==> src/rtl/pll_lock_sequencer.sv <==
// pll_lock_sequencer: drives the PLL reset, qualifies the PLL locked flag and
// releases a staged set of active-low domain resets in order 0..NUM_STAGES-1.
// Any lock drop after release has begun pulls every stage back into reset.
// Optional feature macro: PLLSEQ_TIMEOUT_EN. When it is defined, a WAIT_LOCK
// that lasts LOCK_TIMEOUT cycles re-pulses the PLL reset.
module pll_lock_sequencer #(
  parameter int NUM_STAGES     = 3,
  parameter int STABLE_CYCLES  = 1024,
  parameter int STAGE_GAP      = 16,
  parameter int LOCK_TIMEOUT   = 65536,
  parameter int PLL_RST_CYCLES = 32
) (
  input  logic                  clk,
  input  logic                  rst_n,
  input  logic                  pll_locked,
  output logic                  pll_rst,
  output logic [NUM_STAGES-1:0] rst_out_n,
  output logic                  ready,
  output logic [7:0]            loss_cnt
);

  // One counter is shared by every state, so it must hold the largest terminal count.
  localparam int M1 = (STABLE_CYCLES > STAGE_GAP) ? STABLE_CYCLES : STAGE_GAP;
  localparam int M2 = (LOCK_TIMEOUT > PLL_RST_CYCLES) ? LOCK_TIMEOUT : PLL_RST_CYCLES;
  localparam int CW = $clog2((M1 > M2) ? M1 : M2) + 1;

  typedef enum logic [2:0] {
    PLL_RST,
    WAIT_LOCK,
    STABLE,
    RELEASE,
    RUN
  } state_t;

  state_t                  state;
  logic [CW-1:0]           cnt;
  logic                    lk_meta;
  logic                    lk;
  logic [NUM_STAGES-1:0]   next_mask;
`ifdef PLLSEQ_TIMEOUT_EN
  logic [7:0]              retry_cnt;
`endif

  // Stages release strictly in order, so the release mask is a thermometer code.
  // The next stage is found by shifting in a one.
  assign next_mask = (rst_out_n << 1) | NUM_STAGES'(1);

  // Two-flop synchronizer. pll_locked is asynchronous to clk.
  always_ff @(posedge clk or negedge rst_n) begin
    if (!rst_n) begin
      lk_meta <= 1'b0;
      lk      <= 1'b0;
    end else begin
      lk_meta <= pll_locked;
      lk      <= lk_meta;
    end
  end

  // Sequencer FSM. All outputs are registered here.
  always_ff @(posedge clk or negedge rst_n) begin
    if (!rst_n) begin
      state     <= PLL_RST;
      cnt       <= '0;
      pll_rst   <= 1'b1;
      rst_out_n <= '0;
      ready     <= 1'b0;
      loss_cnt  <= '0;
`ifdef PLLSEQ_TIMEOUT_EN
      retry_cnt <= '0;
`endif
    end else if ((state == RELEASE || state == RUN) && !lk) begin
      // A lock loss after release has begun resets every domain at once.
      state     <= WAIT_LOCK;
      cnt       <= '0;
      rst_out_n <= '0;
      ready     <= 1'b0;
      if (loss_cnt != 8'hFF) loss_cnt <= loss_cnt + 8'd1;
    end else begin
      case (state)
        PLL_RST: begin
          if (cnt == CW'(PLL_RST_CYCLES - 1)) begin
            state   <= WAIT_LOCK;
            cnt     <= '0;
            pll_rst <= 1'b0;
          end else begin
            cnt <= cnt + CW'(1);
          end
        end
        WAIT_LOCK: begin
          if (lk) begin
            state <= STABLE;
            cnt   <= '0;
          end
`ifdef PLLSEQ_TIMEOUT_EN
          else if (cnt == CW'(LOCK_TIMEOUT - 1)) begin
            state   <= PLL_RST;
            cnt     <= '0;
            pll_rst <= 1'b1;
            if (retry_cnt != 8'hFF) retry_cnt <= retry_cnt + 8'd1;
          end else begin
            cnt <= cnt + CW'(1);
          end
`endif
        end
        STABLE: begin
          // A short dropout here is a glitch. Restart qualification without counting a loss.
          if (!lk) begin
            state <= WAIT_LOCK;
            cnt   <= '0;
          end else if (cnt == CW'(STABLE_CYCLES - 1)) begin
            state     <= RELEASE;
            cnt       <= '0;
            rst_out_n <= NUM_STAGES'(1);
          end else begin
            cnt <= cnt + CW'(1);
          end
        end
        RELEASE: begin
          // With a single stage, every stage is already out on entry. Move on after one cycle.
          if (rst_out_n[NUM_STAGES-1]) begin
            state <= RUN;
            cnt   <= '0;
            ready <= 1'b1;
          end else if (cnt == CW'(STAGE_GAP - 1)) begin
            rst_out_n <= next_mask;
            cnt       <= '0;
            if (next_mask[NUM_STAGES-1]) begin
              state <= RUN;
              ready <= 1'b1;
            end
          end else begin
            cnt <= cnt + CW'(1);
          end
        end
        RUN: begin
          ready <= 1'b1;
        end
        default: begin
          state     <= PLL_RST;
          cnt       <= '0;
          pll_rst   <= 1'b1;
          rst_out_n <= '0;
          ready     <= 1'b0;
        end
      endcase
    end
  end

endmodule

==> config.mk <==
export PLATFORM = sky130hd
export DESIGN_NAME = pll_lock_sequencer
export DESIGN_NICKNAME = d
export VERILOG_FILES = /design/src/rtl/pll_lock_sequencer.sv
export SDC_FILE = /design/constraint.sdc
export NUM_CORES = 1
export LEC_CHECK = 0
export BUFFER_PORTS_ARGS = -buffer_cell sky130_fd_sc_hd__buf_4
export CORE_MARGIN = 5
export CORE_UTILIZATION = 60
export CTS_BUF_LIST = sky130_fd_sc_hd__clkbuf_16
export DETAILED_ROUTE_END_ITERATION = 7
export GPL_TIMING_DRIVEN = 0
export HOLD_SLACK_MARGIN = 0.08
export PLACE_DENSITY = 0.87
export SYNTH_ARGS = -nofsm -noshare
export SYNTH_HDL_FRONTEND = slang
export SYNTH_SLANG_ARGS = --single-unit
==> constraint.sdc <==
create_clock -name clk -period 2.95 [get_ports clk]
set_input_delay 0.295 -clock clk [delete_from_list [all_inputs] [get_ports clk]]
set_output_delay 0.295 -clock clk [all_outputs]
set_load 0.01 [all_outputs]
==> impl_metrics.env <==
export IMPL_gp_routability_congestion=0.8672
export IMPL_p_per_area_mw_per_mm2=694.6
export IMPL_timing_setup_tns_ps=0
export IMPL_start_kind="flop"
export IMPL_core_area_sq_mm=0.003078
export IMPL_grt_overflow_total=0
export IMPL_synth_top_flop_cell="dfrtp_1"
export IMPL_cts_reportedPaths_clkPinSlew_ps=60
export IMPL_grt_start_max_net_pins=36
export IMPL_run_status="complete, no violations"
export IMPL_wire_length_of_the_first_global_routing_pass_mm=7.251
export IMPL_detailedRoute_firstIterationViolations=129
export IMPL_dieWidth_um=66.74
export IMPL_drtPass1Iterations=4
export IMPL_area_growth_pct=16.26
export IMPL_postSynth_asyncResetShare_pct=100.0
export IMPL_start_util_pct=62.76
export IMPL_ff2ff_setup_slack_ps=670
export IMPL_drtAntennaViolNets=0
export IMPL_drt_vias_per_instance=6.011
export IMPL_fin_worst_hold_slack_ps=127.0
export IMPL_synth_edf_count=0
export IMPL_endpoint_kind="flop"
export IMPL_finalCritPeriodShare_pct=77.28
export IMPL_clock_sinks=35
export IMPL_antenna_found_initial=0
export IMPL_skew_pair_late_insertion_delay_ps=280
export IMPL_cts_tree="built"
export IMPL_fmax_mhz=438.6
export IMPL_timing_hold_violations_final=0
export IMPL_layoutNonFillerInstCount=271
export IMPL_io_buffer_count=15
export IMPL_syn_area_sq_mm=0.001932
export IMPL_dp_cells=262
export IMPL_routedWlPerCell_um=15.23
export IMPL_boundary_pins=16
export IMPL_vias=1629
export IMPL_clockBufferDepth=2
export IMPL_num_rows=20
export IMPL_leakagePower_nw=1.031
export IMPL_numCtsBuffers=5
export IMPL_antenna_cells_inserted=0
export IMPL_number_of_nets_in_the_synthesized_netlist=208
export IMPL_clock_skew_ps=8.238
export IMPL_ys_ff_latch=35
export IMPL_die_y_um=66.74
export IMPL_grt_setup_unrepaired="false"
export IMPL_final_min_clock_period_ps=2280
export IMPL_maxSlewViolCount=0
export IMPL_clock_tree_htree_level_count=2
export IMPL_vdd_drop_max_uv=568.2
export IMPL_transition_time_at_the_pin_with_the_least_slew_margin_ps=474.7
export IMPL_synthDistinctLibCells=51
export IMPL_grtUsageTotal_pct=21.68
export IMPL_timing_critical_path_fanout_max=6
export IMPL_sequential_area_share_after_synthesis_pct=45.40
export IMPL_drt_drc_violations_left=0
export IMPL_number_of_maximum_capacitance_violations=0
export IMPL_count_of_buffers_added_by_post_cts_timing_repair_for_setup=0
export IMPL_setup_violations=0
export IMPL_post_route_cells_drive_above_1_share_pct=17.18
export IMPL_timing_setup_critical_path_class="flop to flop"
export IMPL_worstHoldPathType="input pin to flop"
export IMPL_hpwl_mm=2.871
export IMPL_worstPathArrival_ps=2440
export IMPL_die_area_sq_mm=0.004454
export IMPL_cts_root_buffer_cell="clkbuf_16"
export IMPL_synthesis_instances=203
export IMPL_most_common_cell_after_layout_fill_and_taps_aside="dfrtp_1"
export IMPL_synth_warnings=0
export IMPL_most_common_layout_cells="dfrtp_1, nand2_1, nand3_1"
export IMPL_max_slew_margin_rel_pct=68.35
export IMPL_grt_pass1_vias=1591
export IMPL_finalWirelength_mm=4.127
export IMPL_critPathRequiredTime_ps=3110
export IMPL_per_instance_average_area_after_synthesis_sq_um=9.517
export IMPL_fin_nets=231
==> logic make-up after synthesis <==
family	Yosys count	share of synthesized area (%)
AOI/OAI and AO/OA	48	19.82
buffers and inverters	19	4.987
xor gates and xnor gates	7	3.174
and+or+nand+nor	87	22.67
adders and majority gates	2	1.295
muxes	5	2.655
DFF	35	45.40
==> power breakdown <==
group	total, mW	leakage (nW)	internal (mW)	switching, mW
combinational	0.491	0.491	0.201	0.290
clock	0.488	0.0701	0.303	0.185
sequential	0.582	0.470	0.529	0.0523
==> critical path: stages, from the launching register on <==
cell	delay [ps]
dfrtp_1	380
ha_1	230
and4_1	200
buf_2	160
and3_1	290
a311oi_1	150
or4_4	470
mux2i_1	210
nor2_1	70
==> through the flow <==
stage / cell area, sq um / util [%] / power (mW) / worst slack, ps
3_3_place_gp: 2100 / 68.21 / 1.057 / 784.7
3_5_place_dp: 2100 / 68.21 / 1.070 / 752.7
6_report: 2246 / 72.97 / 1.560 / 670.2
4_1_cts: 2246 / 72.97 / 1.564 / 696.5
5_1_grt: 2246 / 72.97 / 1.645 / 543.3
2_1_floorplan: 1932 / - / 0.9290 / 986.0
==> state kept, by name, indices dropped and copies added, names as in the netlist <==
register   count
loss_cnt       8
lk_meta        1
ready          1
cnt           17
lk             1
rst_out_n      3
pll_rst        1
state          3
==> cell usage after synthesis (all sizes together) (5+ instances only) <==
cell     n  area (sq um)
nand2   23         86.33
nor3     9         45.04
nor2    13         48.80
a21oi   12         63.81
buf      8         55.05
nand3   17         85.08
inv      9         33.78
and3     5         31.28
a21o     7         52.55
dfrtp   34         850.8
and2     5         31.28
nand4    5         31.28
o311ai   6         75.08
==> final timing paths <==
path                            start           end  cells past startpoint
setup reg to reg               cnt[0]  rst_out_n[1]                      8
min in group asynchronous       rst_n        cnt[5]                      2
hold / removal             pll_locked       lk_meta                      1
setup / recovery               cnt[0]  rst_out_n[1]                      8
max in group asynchronous       rst_n       pll_rst                      2
hold reg to reg               lk_meta            lk                      0
==> area by class of cell <==
| type | instances | area [sq um] |
|---|---|---|
| Clock buffer | 5 | 125.1 |
| Inverter | 9 | 33.78 |
| Buffer | 10 | 62.56 |
| Timing Repair Buffer | 16 | 122.6 |
| Sequential cell | 35 | 877.1 |
| Clock inverter | 3 | 11.26 |
| Multi-Input combinational cell | 149 | 958.4 |
| Tap cell | 44 | 55.05 |
| Fill cell | 241 | 832.0 |
==> layer usage <==
metal,vias to the layer above,global-route usage [%],wire length [um]
met5,-,0,0
met4,0,9.391,96
met3,9,5.396,151
met2,38,34.28,1957
met1,791,28.02,1923
li1,791,-,-
==> repair_timing <==
item | 4_1_cts | 5_1_grt
endpoints found under the hold margin | 34 | 0
endpoints found under the setup margin | 0 | 0
gates resized for setup | 0 | 0
hold buffers | 1 | 0
Note: power is estimated with default switching activity, not from simulation.
